$ cat src/rtl/div_sched.sv
// div_sched: round-robin scheduler sharing one iterative 64/32 divider
// between NREQ requesters. One operation at a time: grant, run the
// divider through its reset/run protocol, return the result with a
// one-cycle done pulse to the owner.
// Optional build macro DIV_SCHED_DZ_EN: zero divisors bypass the divider
// through a short ZERO state and report dz.
module div_sched #(
  parameter int NREQ = 4,
  parameter int WDOG = 40
) (
  input  logic                 clk,
  input  logic                 reset,
  input  logic [NREQ-1:0]      req,
  input  logic [64*NREQ-1:0]   dvdend_in,
  input  logic [32*NREQ-1:0]   dvsor_in,
  output logic [NREQ-1:0]      gnt,
  output logic [NREQ-1:0]      done,
  output logic [31:0]          quot_out,
  output logic [31:0]          rem_out,
  output logic                 ovf,
  output logic                 dz,
  output logic                 err,
  output logic                 busy,
  output logic                 div_reset,
  output logic [63:0]          div_dvdend,
  output logic [31:0]          div_dvsor,
  input  logic                 div_fin,
  input  logic [31:0]          div_quot,
  input  logic [63:0]          div_rem
);

  typedef enum logic [1:0] {
    IDLE = 2'd0,
    RUN  = 2'd1,
    DONE = 2'd2
`ifdef DIV_SCHED_DZ_EN
    , ZERO = 2'd3
`endif
  } state_t;

  state_t      state;
  logic [2:0]  ptr;
  logic [2:0]  owner;
  logic [2:0]  win_idx;
  logic        win_vld;
  logic [63:0] win_dvdend;
  logic [31:0] win_dvsor;
  logic [5:0]  cnt;
  logic        ovf_p;

  // Lower half of the divider remainder register is working state, not a result.
  logic unused_rem_lo;
  assign unused_rem_lo = ^div_rem[31:0];

  // Round-robin pick: first set request after the pointer, wrapping around.
  // Offsets are scanned from the far end so the nearest one wins last.
  always_comb begin
    logic [2:0] c;
    win_vld = 1'b0;
    win_idx = ptr;
    c       = '0;
    for (int o = NREQ; o >= 1; o--) begin
      c = 3'((int'(ptr) + o) % NREQ);
      if (|(req & (NREQ'(1) << c))) begin
        win_vld = 1'b1;
        win_idx = c;
      end
    end
  end

  // Winner's operand slices.
  always_comb begin
    win_dvdend = 64'(dvdend_in >> (64 * int'(win_idx)));
    win_dvsor  = 32'(dvsor_in  >> (32 * int'(win_idx)));
  end

  // Scheduler FSM; every output is registered here.
  always_ff @(posedge clk) begin
    if (reset) begin
      state      <= IDLE;
      gnt        <= '0;
      done       <= '0;
      quot_out   <= '0;
      rem_out    <= '0;
      ovf        <= 1'b0;
      dz         <= 1'b0;
      err        <= 1'b0;
      busy       <= 1'b0;
      div_reset  <= 1'b1;
      div_dvdend <= '0;
      div_dvsor  <= '0;
      ptr        <= 3'(NREQ - 1);
      owner      <= '0;
      cnt        <= '0;
      ovf_p      <= 1'b0;
    end else begin
      gnt  <= '0;
      done <= '0;
      case (state)
        IDLE: begin
          div_reset <= 1'b1;
          if (win_vld) begin
            div_dvdend <= win_dvdend;
            div_dvsor  <= win_dvsor;
            gnt        <= NREQ'(1) << win_idx;
            owner      <= win_idx;
            ptr        <= win_idx;
            ovf_p      <= (win_dvdend[63:32] >= win_dvsor);
            cnt        <= '0;
            busy       <= 1'b1;
`ifdef DIV_SCHED_DZ_EN
            if (win_dvsor == 32'd0) state <= ZERO;
            else                    state <= RUN;
`else
            state <= RUN;
`endif
          end
        end
        RUN: begin
          // Divider leaves reset one cycle after the grant; cnt counts
          // only the cycles it has actually been running.
          div_reset <= 1'b0;
          if (!div_reset) cnt <= cnt + 6'd1;
          if (div_fin) begin
            quot_out  <= div_quot;
            rem_out   <= div_rem[63:32];
            ovf       <= ovf_p;
            dz        <= 1'b0;
            err       <= 1'b0;
            done      <= NREQ'(1) << owner;
            div_reset <= 1'b1;
            state     <= DONE;
          end else if (cnt == 6'(WDOG)) begin
            quot_out  <= '0;
            rem_out   <= '0;
            ovf       <= ovf_p;
            dz        <= 1'b0;
            err       <= 1'b1;
            done      <= NREQ'(1) << owner;
            div_reset <= 1'b1;
            state     <= DONE;
          end
        end
`ifdef DIV_SCHED_DZ_EN
        ZERO: begin
          // Two cycles here so the dz result lands two cycles after gnt.
          div_reset <= 1'b1;
          cnt       <= cnt + 6'd1;
          if (cnt[0]) begin
            quot_out <= 32'hFFFF_FFFF;
            rem_out  <= div_dvdend[31:0];
            ovf      <= 1'b0;
            dz       <= 1'b1;
            err      <= 1'b0;
            done     <= NREQ'(1) << owner;
            state    <= DONE;
          end
        end
`endif
        DONE: begin
          div_reset <= 1'b1;
          busy      <= 1'b0;
          state     <= IDLE;
        end
        default: begin
          div_reset <= 1'b1;
          busy      <= 1'b0;
          state     <= IDLE;
        end
      endcase
    end
  end

endmodule

$ cat config.mk
export PLATFORM = sky130hd
export DESIGN_NAME = div_sched
export DESIGN_NICKNAME = d
export VERILOG_FILES = /design/src/rtl/div_sched.sv
export SDC_FILE = /design/constraint.sdc
export NUM_CORES = 1
export LEC_CHECK = 0
export CAP_MARGIN = 10
export CORE_AREA = 5 5 253 255
export DETAILED_ROUTE_END_ITERATION = 16
export DIE_AREA = 0 0 258 260
export DONT_BUFFER_PORTS = 1
export GPL_TIMING_DRIVEN = 1
export PLACE_DENSITY_LB_ADDON = 0.25
export SLEW_MARGIN = 20
export SYNTH_ARGS = -nofsm -noshare
export SYNTH_HDL_FRONTEND = slang
export SYNTH_SLANG_ARGS = --single-unit
$ cat constraint.sdc
create_clock -name clk -period 10.3 [get_ports clk]
set_input_delay 2.06 -clock clk [delete_from_list [all_inputs] [get_ports clk]]
set_output_delay 2.06 -clock clk [all_outputs]
set_load 0.05 [all_outputs]
# --- Yosys cells after proc, flatten, opt, wreduce, memory -nomap -nowiden ---
# Index checks and enable logic that the tools add are counted.
totals:
  ff_bits: 188
  latch_bits: 0
  ram_bits: 0
  mem_bits_ro: 0
  inputBits: 487
  out_inout_bits: 173
  elab_cells: 94
  memories: 0
op_classes:
  add_sub_neg: 5
  mul: 0
  n_div: 0
  magnitude_cmp: 1
  n_eq_ne: 5
  shift: 8
  n_mux: 29
  n_bitwise: 11
  reduce_logical: 19
ops:
  columns: ["operator", "count"]
  rows:
  - ["$shr 256x9->64", 1]
  - ["$shr 128x8->32", 1]
  - ["$mux 32", 3]
  - ["$ge 32x32->1", 1]
  - ["$shl 1x3->4 const A", 6]
  - ["$and 4x4->4", 4]
  - ["$reduce_or 4->1", 4]
  - ["$mux 1", 12]
  - ["$mux 3", 4]
  - ["$mux 6", 2]
  - ["$pmux 6 s2", 1]
  - ["$reduce_or 2->1", 5]
  - ["$mux 4", 2]
  - ["$reduce_and 2->1", 4]
  - ["$add 6x1->6 const B", 1]
  - ["$eq 6x6->1 const B", 1]
  - ["$mux 2", 3]
  - ["$reduce_or 3->1", 2]
  - ["$add 2x1->2 const B", 2]
  - ["$add 2x2->2 const B", 2]
  - ["$and 1x1->1 const A", 4]
  - ["$ne 2x2->1 const B", 2]
  - ["$pmux 2 s2", 1]
  - ["$reduce_bool 2->1", 2]
  - ["other kinds (6)", 8]

# --- Logic depth before layout (Yosys ltp) ---
depth:
  ltp_word: 12
  ltp_mapped: 18
  depth_no_buf: 15

# --- Worst setup path after synthesis ---
# OpenSTA, ideal clock, no wires.
synth_timing:
  path_kind: "input-to-reg"
  startpoint: "input req[3]"
  endpoint: "register ovf_p"
  setup_ns: 0.137
  arrival_time_ns: 5.405
  t_required_ns: 10.163
  path_slack_ns: 4.758
  stages: 16
  path_buffers: 3
  cell_sequence: "a22o_1 a221o_1 or4_1 nand4_1 buf_4 buf_8 buf_6 mux2i_1 o22ai_1 ha_1 a21o_1 a211oi_1 nand3_1 a31o_2 a2111oi_0 a311oi_1"
synth_via:
  elab_chain_cells: 8
  elab_cells_between_ends: 20
  cone_classes: "1 x order compare; 2 x shift; 8 x mux; 4 x bitwise; 5 x reduce/logical"
synth_lines:
  columns: ["element", "line_no", "rtl"]
  rows:
  - ["from (decl)", "13", "input logic [NREQ-1:0] req,"]
  - ["$and 4x4->4", "64", "if (|(req & (NREQ'(1) << c))) begin"]
  - ["$reduce_or 4->1", "64", null]
  - ["$mux 3 (3 in series)", "64", null]
  - ["$mux 3 (*)", "64", null]
  - ["$shr 256x9->64 (*)", "73", "win_dvdend = 64'(dvdend_in >> (64 * int'(win_idx)));"]
  - ["via win_dvdend[38]", "46", "logic [63:0] win_dvdend;"]
  - ["$ge 32x32->1 (*)", "108", "ovf_p <= (win_dvdend[63:32] >= win_dvsor);"]
  - ["to (signal assigned)", "108", null]
  - ["to (decl)", "49", "logic ovf_p;"]
# Mark *: on every way through the listed nets, which the timed path passes. The rest lies on a longest branch.
# A chain may end at the register's enable or synchronous reset.

# --- Worst setup path after layout ---
# Same ends and word-level chain as after synthesis.

==> flow_summary.ini <==
[run_status]
outcome = complete, no violations

[route]
wl_per_cell_um = 22.4
drc = 0
vias = 8201
drtIter0Drc = 399
firstDrtPassIters = 5
final_antenna_net_count = 0
wirelength_um = 40000
viasPerCell = 4.60

[logic_synthesis]
synth_area_leaders = dfxtp_1 (38%), mux2i_1 (20%), o221ai_1 (8.5%), a22oi_1 (5.3%), ha_1 (4.9%)
synthCells = 1035
synth_edf_count = 0
synth_fp_nets = 1561
synth_area_um2 = 9910
yosysSeqAreaShare_pct = 37.6
synth_cell_types = 50
synth-seq-cells = 186
ys_warn_count = 0
avgSynthCellArea_um2 = 9.57
synth_top_area_cell = dfxtp_1
synth_top_flop_cell = dfxtp_1
synth_top_area_share_pct = 37.6
synthArstFlopShare_pct = 0

[clock_network]
cts.sinks = 186
clk_latency_ps = 490
cts_hold_buf = 0
cts_tree = built
cts_buffers = 17
root_buffer = clkbuf_16
clockBufferDepth = 2
clk_pin_slew_ps = 90
cts_resized = 0
postCtsSetupRepairBufs = 0
htree_levels = 4

[floorplanning]
dieArea_um2 = 67100
start_util_pct = 16.1
die_h_um = 260
io_pins = 660
fp.coreArea_um2 = 61400
rows = 91
die_w_um = 258

[min_path]
hold_path.startpoint = owner[0]
hp-class = flop to flop

[global_route]
grt_pass1_wl_um = 55800
grt_max_degree = 96
overflow = 0
track_usage_pct = 11.1
antenna_found_initial = 1
grt_pass1_vias = 8391

[worst_setup_path]
r2r-start = ptr[0]
crit_path_start = req[3]
critPathCaptureType = flop
start_kind = input pin
path_max_fanout = 81
critical_path_class = input pin to flop
arrival_ps = 6990
worstPathRequired_ps = 10650

[power_and_ir_drop]
power_density_nw_per_um2 = 488
leakage_nw = 4.11
ir_drop_uv = 327

[timing]
slew_headroom_pct = 39.6
tightest_slew_ps = 907
setup_viol = 0
tns_ps = 0
fin_skew_ps = 21.3
hold_violations = 0
timing.final.crit_share_pct = 64.4
fmax_ghz = 0.151
finalCriticalPeriod_ps = 6630
slew_viol_final = 0
rsz0062_at_grt = no

[layout]
finalNetCount = 1504
fin_cells = 1782
syn_to_final_growth_pct = 12.8
drive_gt1_share_pct = 5.55
nFillCells = 6729

[place]
dp_hpwl_um = 30400
io_buffers = 0
post-place-cells = 1749
gp_congestion = 0.771

[run]
cap_violations = 0
final timing paths:
check / to / slack (ps) / cells after the start
worst max-delay path: ovf_p / 3670 / 16
worst max register to register: ovf_p / 4300 / 18
worst min register to register: done[1] / 490 / 2
worst min-delay path: done[1] / 490 / 2
critical path: stages:
cell and delay (ps):
a22o_1 220, a221o_1 350, or4_1 510, nand4_1 220, buf_4 390, buf_6 700, mux2i_1 330, o22ai_1 160
ha_1 350, a21o_1 190, a21oi_1 270, nand3_1 130, a31o_2 240, a2111oi_0 460, buf_4 210, a311oi_1 90
placed cells by master, fill, tap and decap left out, types with 5 or more instances in the layout:
cell	synthesis	routed
mux2i_1	194	194
dfxtp_1	186	186
nand2_1	114	112
o221ai_1	96	96
nor2_1	89	88
a22oi_1	70	70
ha_1	39	39
o22ai_1	32	32
o22a_1	33	32
clkbuf_16	0	17
a21oi_1	16	16
buf_4	3	11
nand4_1	7	7
inv_1	6	6
a21o_1	6	6
o21ai_0	5	5
clkinv_8	0	5
synthesized netlist by cell type, drive strengths merged, types with 2 or more instances:
cell,count
xor2,4
nand4,7
a21o,6
or4,2
or3,2
o221ai,96
xnor2,2
o21ai,5
nor2,90
nand2,114
a21oi,16
o31ai,2
o2111ai,2
a211oi,4
o22ai,32
nand3,4
o211ai,2
inv,6
buf,39
and2,2
nor2b,2
clkbuf,51
mux2i,194
ha,39
and3,3
nor3,2
o22a,33
nand2b,4
a22oi,70
dfxtp,186
through the flow:
step / total power [mW] / hold slack, ps / instance area [um2] / setup slack, ps / util (%)
2_1_floorplan: 4.10 / 433 / 9910 / 4760 / -
3_3_place_gp: 4.80 / 471 / 10500 / 2880 / 17.2
3_5_place_dp: 4.83 / 476 / 10500 / 2760 / 17.2
4_1_cts: 5.59 / 490 / 11200 / 3280 / 18.2
5_1_grt: 5.90 / 525 / 11200 / 3170 / 18.2
6_report: 5.45 / 485 / 11200 / 3670 / 18.2
cell type report:
class	instances	area, um2	share of cell area [%]
clock buffers	17	425	3.80
inverters	6	22.5	0.201
flip-flops and latches	186	3720	33.3
repair buffers	14	134	1.20
multi-input cells	753	5680	50.8
well taps	790	988	8.84
clock inverters	15	204	1.82
diodes	1	2.50	0.0224
cell families (layout without fill, tap and decap cells):
family / after synthesis / count (layout) / synth area share [%]
and+or+nand+nor: 237 / 237 / 9.91
other: 1 / 2 / 0.0378
adders and majority gates: 39 / 39 / 4.92
DFF: 186 / 186 / 37.6
AOI/OAI and AO/OA: 276 / 276 / 22.0
buffers and inverters: 96 / 52 / 5.47
muxes: 194 / 194 / 19.6
xor gates and xnor gates: 6 / 6 / 0.530
power by group:
| part | internal [mW] | switching [mW] |
|---|---|---|
| combinational | 1.31 | 1.85 |
| sequential | 0.902 | 0.676 |
| clock | 0.336 | 0.383 |
flip-flops by register name, summed over array words and instances (netlist names):
signal and count:
busy 1, cnt 6, div_dvdend 64, div_dvsor 32, div_reset 1, done 4, err 1, gnt 4
ovf 1, ovf_p 1, owner 2, ptr 3, quot_out 32, rem_out 32, state 2
routing by layer:
metal | vias to the layer above | global-route usage [%] | wire length [um]
met1 | 3944 | 13.1 | 16200
met3 | 36 | 3.35 | 2750
li1 | 3844 | - | -
met4 | 0 | 4.23 | 800
met5 | - | 0 | 0
met2 | 377 | 19.0 | 20300
Power figures use the tool's default switching activity.
